### src/rtl/kernel_buffer_ctrl_pkg.sv
// Shared definitions for the kernel buffer controller.
// io_bundle field positions must match the buffer wrapper.
package kernel_buffer_ctrl_pkg;

    typedef enum logic [1:0] {
        ST_IDLE  = 2'd0,
        ST_LOAD  = 2'd1,
        ST_READ  = 2'd2,
        ST_DRAIN = 2'd3
    } state_t;

    localparam int IO_INPUT_LSB = 0;

    function automatic int io_sel_pos(input int w, input int d);
        return w + d + 1;
    endfunction

    function automatic int io_wr_pos(input int w, input int d);
        return w + d;
    endfunction

    function automatic int io_bank_lsb(input int w);
        return w;
    endfunction

endpackage

### src/rtl/kernel_buffer_ctrl_addr_gen.sv
// Row/bank counters and wrapped buffer address for load and read jobs.
module kbc_addr_gen
    import kernel_buffer_ctrl_pkg::*;
#(
    parameter int depth = 2,
    parameter int A     = 7
) (
    input  logic               clk,
    input  logic               rst_n,
    input  logic               clear,
    input  logic               advance,
    input  logic               read_mode,
    input  logic [A-1:0]       base,
    output logic [A+depth-1:0] count,
    output logic [depth-1:0]   bank,
    output logic [A-1:0]       address
);

    logic [A+depth-1:0] count_q;
    logic [depth-1:0]   bank_q;
    logic [A-1:0]       row_q;

    always_ff @(posedge clk or negedge rst_n) begin
        if (!rst_n) begin
            count_q <= '0;
            bank_q  <= '0;
            row_q   <= '0;
        end else if (clear) begin
            count_q <= '0;
            bank_q  <= '0;
            row_q   <= '0;
        end else if (advance) begin
            count_q <= count_q + (A+depth)'(1);
            // reads step one row per transfer; loads fill every bank first
            if (read_mode) begin
                row_q <= row_q + A'(1);
            end else begin
                bank_q <= bank_q + depth'(1);
                if (bank_q == '1)
                    row_q <= row_q + A'(1);
            end
        end
    end

    assign count   = count_q;
    assign bank    = bank_q;
    assign address = base + row_q;

endmodule

### src/rtl/kernel_buffer_ctrl.sv
// Kernel weight buffer controller: banked weight loads and row reads
// for the convolutional unit.
module kernel_buffer_ctrl
    import kernel_buffer_ctrl_pkg::*;
#(
    parameter int depth = 2,
    parameter int A     = 7,
    parameter int W     = 16
) (
    input  logic               CLK,
    input  logic               RST_N,
    input  logic               start_load,
    input  logic               start_read,
    input  logic [A-1:0]       base_addr,
    input  logic [A+depth-1:0] job_len,
    input  logic [W-1:0]       in_data,
    input  logic               in_valid,
    output logic               in_ready,
    input  logic               rd_ready,
    output logic [A-1:0]       address,
    output logic [W+depth+1:0] io_bundle,
    output logic               op_valid,
    output logic               op_last,
    output logic               busy,
    output logic               done
);

    localparam int L    = A + depth;
    localparam int SEL  = io_sel_pos(W, depth);
    localparam int WR   = io_wr_pos(W, depth);
    localparam int BANK = io_bank_lsb(W);

    state_t state, state_nx;

    logic [A-1:0]     base_q;
    logic [L-1:0]     len_q;
    logic [L-1:0]     count;
    logic [depth-1:0] bank;
    logic [A-1:0]     gen_addr;
    logic [L-1:0]     read_len;
    logic             load_go, read_go, skip;
    logic             accept, issue, at_last;
    logic             done_q, opv_q, opl_q;

    assign read_len = {{depth{1'b0}}, job_len[A-1:0]};
    assign load_go  = state == ST_IDLE && start_load && job_len != '0;
    assign read_go  = state == ST_IDLE && !start_load && start_read
                      && read_len != '0;
    assign skip     = state == ST_IDLE
                      && (start_load ? (job_len == '0)
                                     : (start_read && read_len == '0));
    assign accept   = state == ST_LOAD && in_valid;
    assign issue    = state == ST_READ && rd_ready;
    assign at_last  = count == len_q - L'(1);

    kbc_addr_gen #(
        .depth(depth),
        .A    (A)
    ) u_addr_gen (
        .clk      (CLK),
        .rst_n    (RST_N),
        .clear    (load_go | read_go),
        .advance  (accept | issue),
        .read_mode(state == ST_READ),
        .base     (base_q),
        .count    (count),
        .bank     (bank),
        .address  (gen_addr)
    );

    always_ff @(posedge CLK or negedge RST_N) begin
        if (!RST_N)
            state <= ST_IDLE;
        else
            state <= state_nx;
    end

    always_comb begin
        state_nx = state;
        unique case (state)
            ST_IDLE: begin
                if (load_go)
                    state_nx = ST_LOAD;
                else if (read_go)
                    state_nx = ST_READ;
            end
            ST_LOAD:  if (accept && at_last) state_nx = ST_IDLE;
            ST_READ:  if (issue && at_last) state_nx = ST_DRAIN;
            ST_DRAIN: state_nx = ST_IDLE;
            default:  state_nx = ST_IDLE;
        endcase
    end

    always_comb begin
        in_ready  = 1'b0;
        busy      = 1'b0;
        address   = '0;
        io_bundle = '0;
        unique case (state)
            ST_LOAD: begin
                in_ready                   = 1'b1;
                busy                       = 1'b1;
                address                    = gen_addr;
                io_bundle[SEL]             = 1'b1;
                io_bundle[WR]              = in_valid;
                io_bundle[BANK +: depth]   = bank;
                io_bundle[IO_INPUT_LSB +: W] = in_data;
            end
            ST_READ, ST_DRAIN: begin
                busy    = 1'b1;
                address = gen_addr;
            end
            default: ;
        endcase
    end

    // job parameters are latched once so the inputs may change mid-job
    always_ff @(posedge CLK or negedge RST_N) begin
        if (!RST_N) begin
            base_q <= '0;
            len_q  <= '0;
        end else if (load_go) begin
            base_q <= base_addr;
            len_q  <= job_len;
        end else if (read_go) begin
            base_q <= base_addr;
            len_q  <= read_len;
        end
    end

    always_ff @(posedge CLK or negedge RST_N) begin
        if (!RST_N) begin
            done_q <= 1'b0;
            opv_q  <= 1'b0;
            opl_q  <= 1'b0;
        end else begin
            done_q <= skip | ((accept | issue) & at_last);
            opv_q  <= issue;
            opl_q  <= issue & at_last;
        end
    end

    assign done     = done_q;
    assign op_valid = opv_q;
    assign op_last  = opl_q;

endmodule

### config.mk
export PLATFORM = sky130hd
export DESIGN_NAME = kernel_buffer_ctrl
export DESIGN_NICKNAME = d
export VERILOG_FILES = /design/src/rtl/kernel_buffer_ctrl_pkg.sv /design/src/rtl/kernel_buffer_ctrl_addr_gen.sv /design/src/rtl/kernel_buffer_ctrl.sv
export SDC_FILE = /design/constraint.sdc
export NUM_CORES = 1
export LEC_CHECK = 0
export ABC_AREA = 1
export CAP_MARGIN = 20
export CORE_UTILIZATION = 50
export CTS_CLUSTER_SIZE = 24
export DETAILED_ROUTE_END_ITERATION = 8
export GPL_TIMING_DRIVEN = 0
export PLACE_DENSITY = 0.81
export SLEW_MARGIN = 20
export SYNTH_ARGS = -nofsm -noshare
export SYNTH_HDL_FRONTEND = slang
export SYNTH_HIERARCHICAL = 1
export SYNTH_SLANG_ARGS = --single-unit
### constraint.sdc
create_clock -name CLK -period 2.15 [get_ports CLK]
set_input_delay 0.5375 -clock CLK [delete_from_list [all_inputs] [get_ports CLK]]
set_output_delay 0.5375 -clock CLK [all_outputs]
set_load 0.02 [all_outputs]
### After elaboration in Yosys (flattened, before gate mapping)

Cells that the tools add are included.
W data, S select, Z words.

* register bits after elaboration: 39
* input bits: 38
* logic and storage cells: 75
* output and inout port bits: 32

* multiplexer cells: 23
* reductions and logical operators: 24
* add/sub/neg operators: 5
* bitwise operators: 5
* equal/unequal tests: 9

Operators by type and width (count)
* $mux W7: 7
* $mux W9: 4
* $mux W20: 1
* $logic_not A9 Y1: 2
* $reduce_bool A9 Y1: 2
* $mux W2: 7
* $logic_and A1 B1 Y1: 11
* $add A9 B1 Y9 const B: 1
* $eq A9 B9 Y1: 1
* $sub A9 B1 Y9 const B: 1
* $pmux W2 S4: 1
* $add A7 B1 Y7 const B: 1
* $add A7 B7 Y7: 1
* $eq A2 B2 Y1 const B: 3
* $ne A2 B1 Y1 const B: 2
* $reduce_and A2 Y1: 2
* $reduce_bool A2 Y1: 2
* $mux W1: 3
* $ne A3 B3 Y1 const B: 1
* $or A1 B1 Y1: 3
* $reduce_and A3 Y1: 1
* $reduce_bool A3 Y1: 1
* $reduce_or A3 Y1: 1
* $add A2 B1 Y2 const B: 1
* other kinds (5): 6

### Longest topological paths before layout

Gate-level depths: netlist of run 1.

* depth after elaboration: 7
* depth in mapped cells: 13

### Hierarchy

The synthesis of run 1 kept the hierarchy.

By module, submodules not included
* kernel_buffer_ctrl: area an instance 1605.3 um^2, cells an instance 241, instances 1
* kbc_addr_gen: area an instance 1214.9 um^2, cells an instance 166, instances 1

### Worst setup path after synthesis of run 1

No wires, ideal clock.

* path type: reg2out
* from: register u_addr_gen.row_q[0]
* to: output address[6]
* arrival time: 1.624 ns
* setup slack: -0.011 ns
* cell stages (with the launch flop): 11
* required time: 1.612 ns
* path buffers: 0
* cells stage by stage: dfrtp_1 ha_1 inv_1 fa_1 inv_1 nand3_1 nand3_1 nand2_1 nand2_1 inv_1 nor2_1

* word-level cells in the longest chain between the ends: 2

Ends and longest elaborated chain
* start: declaration: line kernel_buffer_ctrl_addr_gen.sv:21 `logic [A-1:0] row_q;`
* start signal: assignment: line kernel_buffer_ctrl_addr_gen.sv:36 `row_q <= row_q + A'(1);`
* start signal: assignment: line kernel_buffer_ctrl_addr_gen.sv:40 `row_q <= row_q + A'(1);`
* $add A7 B7 Y7: line kernel_buffer_ctrl_addr_gen.sv:47 `assign address = base + row_q;`
* net gen_addr[6]: line kernel_buffer_ctrl.sv:39 `logic [A-1:0] gen_addr;`
* $mux W7: line kernel_buffer_ctrl.sv:99 `unique case (state)`
* end: declaration: line kernel_buffer_ctrl.sv:20 `output logic [A-1:0] address,`

The timed path passes the listed nets, and every way through them passes these cells.

### Worst setup path in the final report of run 1

Ends and elaborated chain as after synthesis.

==> impl_metrics.ini, run 1 <==
[sta]
maxSlewHeadroom_pct = 74.9
period_minus_slack_ps = 2350
report.final.hold_viol_count = 0
clock_skew_ps = 5.95
setup_ws_ps = -205
finalSetupViolations = 6
max_freq_mhz = 425
slew_violations = 0
worst_pin_slew_ps = 377
fin_crit_sh_pct = 110
rsz0062_at_grt = true
setup_tns_ps = -728

[detailed_routing]
drt_iter0_markers = 143
vias = 2845
routedWlPerCell_um = 13.1
dr.pass1.iters = 5
route.final.wire_length_mm = 7.51
ant_nets = 0
via_per_inst = 4.95
drt_drc_violations_left = 0

[critical_path]
crit_path_cell_trace = ha_2 -> inv_2 -> fa_2 -> inv_2 -> nand3_2 -> nand3_2 -> nand2_2 -> nand2_1 -> inv_1 -> nor2_2 -> buf_6
timing.critical_path.slowest_cell_delay_ps = 370
start_kind = flop
endpoint_kind = primary output
rrSetupSlack_ps = 200
cp_slowest_cell = dfrtp_1
cp_max_fo = 2
crit_type = flop to primary output
cp.required_ps = 1610
critPathArrivalTime_ps = 1820

[clock_tree]
hold_buffers = 0
cts.sinks = 39
clock-root-buffer = clkbuf_8
insertion_delay_ps = 290
numCtsBuffers = 5
cts_buffer_depth = 2
cts_tree = built
path_clk_slew_ps = 80
htreeDepth = 2

[die]
die_area_mm2 = 0.00594
core_area_mm2 = 0.00527
die_h_um = 77.1
rows = 26
initial_core_util_pct = 53.5
die_width_um = 77.1
io_pins = 70

[place]
gp_congestion = 0.852
io_buffers = 69
place_hpwl_mm = 5.34
place_area_mm2 = 0.00362

[yosys]
syn_area_per_cell_um2 = 6.93
synthArstFlopShare_pct = 100
syn_nets = 456
synth.area.top_cells = dfrtp_1, nand2_1, inv_1, nor2_1, nand3_1
synth-seq-cells = 39
synth.top_cell.area_share_pct = 34.6
yosysMostFrequentCell = nand2_1
ys_seq_area_share_pct = 34.6
synth_cell_types = 31
syn_inst = 407
yosys_warnings = 6
synth_edf_count = 0
yosys.area.top_type = dfrtp_1
synthFlopType = dfrtp_1
netlist_area_mm2 = 0.00282
netlist_top_cells_count = nand2_1, inv_1, nor2_1

[grt]
grt_pass1_wl_mm = 12.1
grt_remaining_overflow = 0
gr-usage-all-layers_pct = 25.5
grt_pass1_vias = 2769
grt_start_max_net_pins = 27
antenna_found_initial = 0

[final_layout]
final_layout_size_suffix_gt1_share_pct = 25.1
nNetsFinal = 553
area_growth_pct = 38.6
fin_area_mm2 = 0.00391
diodes = 0

[job]
drv_cap = 0

[pwr]
leakage_nw = 2.12
cellPowerDensity_mw_per_mm2 = 1420
vdd_drop_max_v = 0.00128
p_total_w = 0.00554

[min_path]
worstHoldPathType = input port to asynchronous set/reset pin

[outcome]
violations = negative setup slack
status = finished, violations left
kinds of logic after synthesis:
group                    after synthesis  synth area share [%]
AND/OR/NAND/NOR                      232                  37.9
buffers and inverters                 83                  12.5
flip-flops                            39                  34.6
AO/OA/AOI/OAI                         32                  6.79
adder cells (fa/ha/maj)               11                  5.15
XOR/XNOR                              10                  3.11
path summary, 6_finish.rpt:
check / start / endpoint / cells past startpoint
max reg2reg: state[1]$_DFFE_PN0P_ / u_addr_gen/row_q[4]$_DFFE_PN0P_ / 11
max in group asynchronous: RST_N / u_addr_gen/row_q[3]$_DFFE_PN0P_ / 2
min reg2reg: base_q[5]$_DFFE_PN0P_ / base_q[5]$_DFFE_PN0P_ / 2
max: u_addr_gen/row_q[0]$_DFFE_PN0P_ / address[6] / 11
min in group CLK: base_q[5]$_DFFE_PN0P_ / base_q[5]$_DFFE_PN0P_ / 2
min: RST_N / len_q[4]$_DFFE_PN0P_ / 1
layout make-up:
| cell class | instances | area, um2 |
|---|---|---|
| clock buffers | 7 | 76.3 |
| fillers | 411 | 1360 |
| repair buffers | 91 | 778 |
| inverters | 75 | 294 |
| multi-input cells | 285 | 1620 |
| flip-flops and latches | 39 | 981 |
| well taps | 70 | 87.6 |
| clock inverters | 1 | 5.00 |
| plain buffers | 7 | 71.3 |
per-stage QoR:
step / util (%) / worst slack, ps / hold slack [ps] / std cells
6_report: 74.2 / -205 / 145 / 575
5_1_grt: 74.2 / -352 / 164 / 575
4_1_cts: 72.4 / -204 / 149 / 565
3_5_place_dp: 68.6 / -568 / 460 / 547
3_3_place_gp: 68.3 / -502 / 502 / 546
2_1_floorplan: - / 26.2 / 242 / 407
state kept, by name, summed over array words and instances, names as in the netlist:
register and cells:
len_q 9, u_addr_gen/count 9, base_q 7, u_addr_gen/row_q 7, state 2, u_addr_gen/bank 2, done 1, op_last 1
op_valid 1
critical path: cells and delay by family (launching register included):
| kind | cells | cell delay [ps] |
|---|---|---|
| adder cells (fa/ha/maj) | 2 | 540 |
| flip-flops | 1 | 370 |
| AND/OR/NAND/NOR | 5 | 350 |
| buffers and inverters | 4 | 270 |
repair_timing:
item                                    4_1_cts  5_1_grt
endpoints found under the setup margin       46       27
pin swaps                                    11       20
gates resized for setup                     113       36
setup buffers                                11       10
layout by cell type, fill, tap and decap left out, drive strengths merged, types with 2 or more instances in the layout:
cell | Yosys | final
inv | 75 | 74
buf | 8 | 47
clkdlybuf4s50 | 0 | 36
dlygate4sd2 | 0 | 2
dlymetal6s2s | 0 | 4
nand2 | 112 | 112
nand4 | 3 | 3
o21ai | 18 | 18
a21oi | 10 | 10
ha | 10 | 10
xor2 | 6 | 6
clkinv | 0 | 2
nand3 | 42 | 42
dfrtp | 39 | 39
nor2 | 72 | 72
clkbuf | 0 | 15
xnor2 | 4 | 4
routing by layer:
| layer | wire length [um] | GRT usage [%] | vias up |
|---|---|---|---|
| met5 | 0 | 0 | - |
| met4 | 165 | 9.06 | 0 |
| met3 | 190 | 3.45 | 16 |
| met2 | 4130 | 49.5 | 67 |
| met1 | 3020 | 27.8 | 1322 |
| li1 | - | - | 1440 |
report_power, final:
part | total (W) | internal (W) | switching, W
Combinational | 0.00365 | 0.00160 | 0.00205
Sequential | 0.00140 | 0.00104 | 0.000358
Clock | 0.000482 | 0.000228 | 0.000254
Total | 0.00554 | 0.00287 | 0.00267
(Power assumes the default switching activity.)
==> run 2: changes to the inputs <==
--- a/config.mk
+++ b/config.mk
@@ -7,11 +7,11 @@
 export LEC_CHECK = 0
 export ABC_AREA = 1
 export CAP_MARGIN = 20
-export CORE_UTILIZATION = 50
+export CORE_UTILIZATION = 45
 export CTS_CLUSTER_SIZE = 24
 export DETAILED_ROUTE_END_ITERATION = 8
 export GPL_TIMING_DRIVEN = 0
-export PLACE_DENSITY = 0.81
+export PLACE_DENSITY = 0.77
 export SLEW_MARGIN = 20
 export SYNTH_ARGS = -nofsm -noshare
 export SYNTH_HDL_FRONTEND = slang
==> constraint.sdc (replaced) <==
create_clock -name CLK -period 2.05 [get_ports CLK]
set_input_delay 0.5125 -clock CLK [delete_from_list [all_inputs] [get_ports CLK]]
set_output_delay 0.5125 -clock CLK [all_outputs]
set_load 0.02 [all_outputs]
==> run 2 against run 1 <==
- global-route usage fell by 2.1 points
- setup slack lost 130 ps
- die area is 11% higher
- final area is 3.1% higher
- sequential share of layout area down 0.76 points
- sequential cell count did not move
- wire length decreased by 0.88%
- count of clock-buffer cells in the layout is 1 lower
- critical path depth unchanged
- via count fell by 0.56%
- utilization down 6.9 points
- critical endpoint unchanged
- the flow still finishes with violations (negative setup slack)
==> impl_metrics.ini, run 2 (synthesis gave the netlist of run 1 again) <==
[sta]
worst_pin_slew_ps = 421
maxSlewHeadroom_pct = 72.0
period_minus_slack_ps = 2380
setup_ws_ps = -330
clock_skew_ps = 6.46
report.final.hold_viol_count = 0
finalSetupViolations = 6
rsz0062_at_grt = true
slew_violations = 0
max_freq_mhz = 420
fin_crit_sh_pct = 116
setup_tns_ps = -1450

[critical_path]
timing.critical_path.slowest_cell_delay_ps = 410
cp_max_fo = 2
rr_endpoint = state[0]$_DFFE_PN0P_
start_kind = flop
endpoint_kind = primary output
rr_worst_depth = 11
r2r-start = len_q[0]$_DFFE_PN0P_
critPathArrivalTime_ps = 1870
cp.required_ps = 1540
crit_path_cell_trace = ha_4 -> inv_2 -> fa_2 -> inv_2 -> nand3_1 -> nand3_1 -> nand2_1 -> nand2_1 -> inv_1 -> nor2_2 -> buf_4
crit_type = flop to primary output
critical-path-top-delay-family = adder cells
cp_slowest_cell = dfrtp_1
critical_path_buf_inv_count = 4
rrSetupSlack_ps = 180

[grt]
grt_pass1_vias = 2646
grt_pass1_wl_mm = 11.9
grt_remaining_overflow = 0
antenna_found_initial = 0
gr-usage-all-layers_pct = 23.4
grt_start_max_net_pins = 25

[detailed_routing]
dr.pass1.iters = 4
via_per_inst = 4.89
ant_nets = 0
routedWlPerCell_um = 12.9
route.final.wire_length_mm = 7.44
drt_iter0_markers = 120
routed-wl-met3_um = 223
dr_wl_met2_mm = 4.07
drt_drc_violations_left = 0
top_layer = met4
wl_met1_mm = 3.02
vias = 2829

[final_layout]
multi_input_area_mm2 = 0.00166
nNetsFinal = 552
diodes = 0
seq_area_um2 = 981
final_common_cell = nand2_1
final_layout_size_suffix_gt1_share_pct = 26.6
fillers = 491
final_cell_mix = nand2_1, inv_1, nor2_1, nand3_1, clkdlybuf4s50_1
area_growth_pct = 42.9

[die]
io_pins = 70
core_area_mm2 = 0.00599
die_h_um = 81.2
rows = 28
initial_core_util_pct = 47.1
die_width_um = 81.2
die_area_mm2 = 0.00659

[outcome]
status = finished, violations left
violations = negative setup slack

[clock_tree]
clock-root-buffer = clkbuf_8
htreeDepth = 2
insertion_delay_ps = 300
cts.sinks = 39
path_clk_slew_ps = 70
numCtsBuffers = 5
cts_tree = built
cts_buffer_depth = 2

[job]
drv_cap = 0

[pwr]
vdd_drop_max_v = 0.00104
leakage_nw = 2.10
p_total_w = 0.00598
cellPowerDensity_mw_per_mm2 = 1480

[place]
gp_congestion = 0.860
post-place-ws_ps = -614
io_buffers = 69
place_hpwl_mm = 5.18

[min_path]
worstHoldPathType = input port to asynchronous set/reset pin
## run 2: cell type report
type / count / share of cell area [%]
repair buffers: 90 / 21.0
clock inverters: 1 / 0.124
well taps: 75 / 2.33
clock buffers: 6 / 2.05
inverters: 75 / 7.17
multi-input cells: 285 / 41.1
flip-flops and latches: 39 / 24.3
plain buffers: 7 / 1.86
## run 2: worst max path at each step
stage          cells past startpoint         end                       startpoint
2_1_floorplan                     10  address[6]  u_addr_gen/row_q[0]$_DFFE_PN0P_
4_1_cts                           11  address[6]  u_addr_gen/row_q[0]$_DFFE_PN0P_
6_report                          11  address[6]  u_addr_gen/row_q[0]$_DFFE_PN0P_
3_3_place_gp                      11  address[6]  u_addr_gen/row_q[0]$_DFFE_PN0P_
5_1_grt                           10  address[6]            base_q[1]$_DFFE_PN0P_
3_5_place_dp                      11  address[6]  u_addr_gen/row_q[0]$_DFFE_PN0P_
## run 2: where the power goes
group          internal (W)  leakage (nW)  switching (W)
registers           0.00109         0.478       0.000398
clock network      0.000264        0.0470       0.000269
logic               0.00176          1.57        0.00219
## run 2: routing by layer
layer / track usage, % / vias to the layer above
met5: 0 / -
met4: 7.50 / 0
met3: 3.48 / 13
met2: 42.4 / 58
met1: 28.1 / 1319
li1: - / 1439
## run 2: metrics by stage
step	util (%)	hold WS [ps]	area (um2)	instances
global route	67.3	162	4030	578
CTS	65.0	146	3890	572
detailed placement	60.7	464	3640	552
floorplan	-	217	2830	407
finish	67.3	141	4030	578
global placement	60.3	503	3610	551
## run 2: what timing repair did
item | 4_1_cts | 5_1_grt
setup buffers | 13 | 6
setup endpoints to repair | 46 | 49
hold buffers | 0 | 0
resized for setup | 132 | 39
hold endpoints to repair | 0 | 0
pin swaps | 12 | 10
gates cloned | 1 | 0
==> run 3: changes to the inputs <==
--- a/config.mk
+++ b/config.mk
@@ -5,9 +5,10 @@
 export SDC_FILE = /design/constraint.sdc
 export NUM_CORES = 1
 export LEC_CHECK = 0
-export ABC_AREA = 1
+export ABC_AREA = 0
+export ABC_CLOCK_PERIOD_IN_PS = 2050
 export CAP_MARGIN = 20
-export CORE_UTILIZATION = 45
+export CORE_UTILIZATION = 44
 export CTS_CLUSTER_SIZE = 24
 export DETAILED_ROUTE_END_ITERATION = 8
 export GPL_TIMING_DRIVEN = 0
==> run 3 against run 2 <==
- the run still ends with negative setup slack left
- global-route usage fell by 1.0 points
- sequential share of layout area increased by 2.0 points
- combinational power is 26% lower
- highest routed layer unchanged
==> impl_metrics.ini, run 3 <==
[outcome]
status = finished, violations left
violations = negative setup slack

[yosys]
syn_inst = 260
syn_nets = 309
synth.area.top_cells = dfrtp_1, and2_1, mux2_4, xor2_1, ha_1
synthFlopType = dfrtp_1
netlist_top_cells_count = dfrtp_1, and2_1, nor2_1
synth_edf_count = 0
netlist_area_mm2 = 0.00253
yosys.area.top_type = dfrtp_1
ys_seq_area_share_pct = 38.6
yosys_warnings = 6
synthArstFlopShare_pct = 100
synth-seq-cells = 39
synth_cell_types = 49
yosysMostFrequentCell = dfrtp_1
synth.top_cell.area_share_pct = 38.6
syn_area_per_cell_um2 = 9.72

[clock_tree]
path_clk_slew_ps = 80
cts_tree = built
numCtsBuffers = 5
clock-root-buffer = clkbuf_8
cts_buffer_depth = 2
insertion_delay_ps = 290
htreeDepth = 2
cts.sinks = 39

[final_layout]
final_common_cell = dfrtp_1
fin_util_pct = 67.6
nNetsFinal = 407
multi_input_area_mm2 = 0.00160
fillers = 418
final_cell_mix = dfrtp_1, clkdlybuf4s50_1, buf_4, and2_1, nor2_1
seq_area_um2 = 980
diodes = 0
final_layout_size_suffix_gt1_share_pct = 32.6
area_growth_pct = 47.4

[sta]
maxSlewHeadroom_pct = 71.2
report.final.hold_viol_count = 0
period_minus_slack_ps = 2650
slew_violations = 0
fin_crit_sh_pct = 129
setup_ws_ps = -603
worst_pin_slew_ps = 431
rsz0062_at_grt = true
max_freq_mhz = 377
finalSetupViolations = 6
clock_skew_ps = 4.28
setup_tns_ps = -2120

[critical_path]
cp.required_ps = 1540
crit_path_cell_trace = ha_4 -> inv_2 -> fa_2 -> nor2b_2 -> o31a_1 -> buf_4 -> a311oi_2 -> and2_4 -> buf_6
cp_max_fo = 2
r2r-start = state[0]$_DFFE_PN0P_
crit_path_start = u_addr_gen/row_q[0]$_DFFE_PN0P_
cp-endpoint = address[6]
rr_endpoint = u_addr_gen/count[5]$_DFFE_PN0P_
start_kind = flop
cp_slowest_cell = dfrtp_2
rr_worst_depth = 9
endpoint_kind = primary output
timing.critical_path.slowest_cell_delay_ps = 430
critPathArrivalTime_ps = 2140
crit_type = flop to primary output
rrSetupSlack_ps = 90

[min_path]
worstHoldPathType = input port to asynchronous set/reset pin

[die]
die_width_um = 77.8
core_area_mm2 = 0.00551
initial_core_util_pct = 45.9
io_pins = 70
die_area_mm2 = 0.00605
die_h_um = 77.8
rows = 27

[pwr]
p_sw_share_pct = 41.4
power.share.sequential_pct = 28.5
cellPowerDensity_mw_per_mm2 = 1290
p_int_w = 0.00283
vdd_drop_max_v = 0.000818
switching_power_w = 0.00199
leakage_nw = 1.65
combPwrFrac_pct = 60.8
clkPwrFrac_pct = 10.7

[place]
io_buffers = 69
gp_congestion = 0.856
place_hpwl_mm = 4.31

[grt]
antenna_found_initial = 0
gr-usage-all-layers_pct = 22.4
grt_pass1_vias = 2271
grt_start_max_net_pins = 27
grt_remaining_overflow = 0
grt_pass1_wl_mm = 10.6

[detailed_routing]
drt_iter0_markers = 151
vias = 2282
dr.pass1.iters = 4
ant_nets = 0
route.final.wire_length_mm = 6.51
routedWlPerCell_um = 15.1
drt_drc_violations_left = 0
via_per_inst = 5.29

[job]
drv_cap = 0
## run 3: cell types whose count changed in the layout (fill, tap and decap cells not counted), sizes merged, moves of 28 or more
cell   delta
and2     +28
inv      -63
nand2    -96
nor2     -45
nand3    -34
## run 3: power by group through the flow
stage                     clock network [W]  logic (W)  registers [W]
after floorplan                           0    0.00175        0.00129
after global placement                    0    0.00247        0.00136
after detailed placement                  0    0.00254        0.00137
after CTS                          0.000525    0.00278        0.00137
after global routing               0.000556    0.00318        0.00141
final                              0.000515    0.00293        0.00137
## run 3: area by class of cell
| type | count | area share (%) |
|---|---|---|
| multi-input cells | 199 | 42.8 |
| flip-flops and latches | 39 | 26.3 |
| repair buffers | 94 | 23.2 |
| well taps | 72 | 2.42 |
| clock buffers | 5 | 1.85 |
| plain buffers | 6 | 1.61 |
| inverters | 13 | 1.41 |
| clock inverters | 3 | 0.403 |
## run 3: worst min path at each step
stage | start | end | cells past startpoint
floorplan | RST_N | base_q[0]$_DFFE_PN0P_ | 0
global placement | state[0]$_DFFE_PN0P_ | state[1]$_DFFE_PN0P_ | 1
detailed placement | RST_N | len_q[4]$_DFFE_PN0P_ | 1
CTS | RST_N | len_q[4]$_DFFE_PN0P_ | 1
global route | RST_N | len_q[4]$_DFFE_PN0P_ | 1
finish | RST_N | len_q[4]$_DFFE_PN0P_ | 1
## run 3: logic make-up (layout without fill, tap and decap cells)
logic type	count (synthesis)	count (layout)	synth area share (%)
multiplexers	13	13	7.33
XOR/XNOR	27	27	9.66
buffers and inverters	22	121	4.31
AND/OR/NAND/NOR	107	107	23.7
flip-flops	39	39	38.6
adder cells (fa/ha/maj)	11	11	5.75
AO/OA/AOI/OAI	41	41	10.6
## run 3: per-stage QoR
| step | cell area (um2) | instances | power, W | hold slack (ps) | setup WS [ps] |
|---|---|---|---|---|---|
| CTS | 3600 | 423 | 0.00467 | 118 | -644 |
| finish | 3720 | 431 | 0.00482 | 112 | -603 |
| detailed placement | 3330 | 402 | 0.00391 | 441 | -990 |
| floorplan | 2530 | 260 | 0.00303 | 217 | -231 |
| global route | 3720 | 431 | 0.00514 | 132 | -701 |
| global placement | 3320 | 401 | 0.00384 | 489 | -978 |
## run 3: worst max-delay path: cells and delay by family (launching register included)
kind / cells / cell delay, ps
AO/OA/AOI/OAI: 2 / 520
adder cells (fa/ha/maj): 2 / 380
buffers and inverters: 3 / 300
flip-flops: 1 / 430
AND/OR/NAND/NOR: 2 / 230
## run 3: routing by layer
layer	up-vias	routed length, um	track usage [%]
li1	1085	-	-
met1	1092	2810	28.2
met2	92	3090	36.5
met3	13	442	5.29
met4	0	162	9.81
met5	-	0	0
## run 3: repair_timing
action	in CTS	in global routing
gates resized for setup	110	38
hold buffers	0	0
buffers inserted	13	11
pin swaps	10	8
endpoints found under the setup margin	58	59
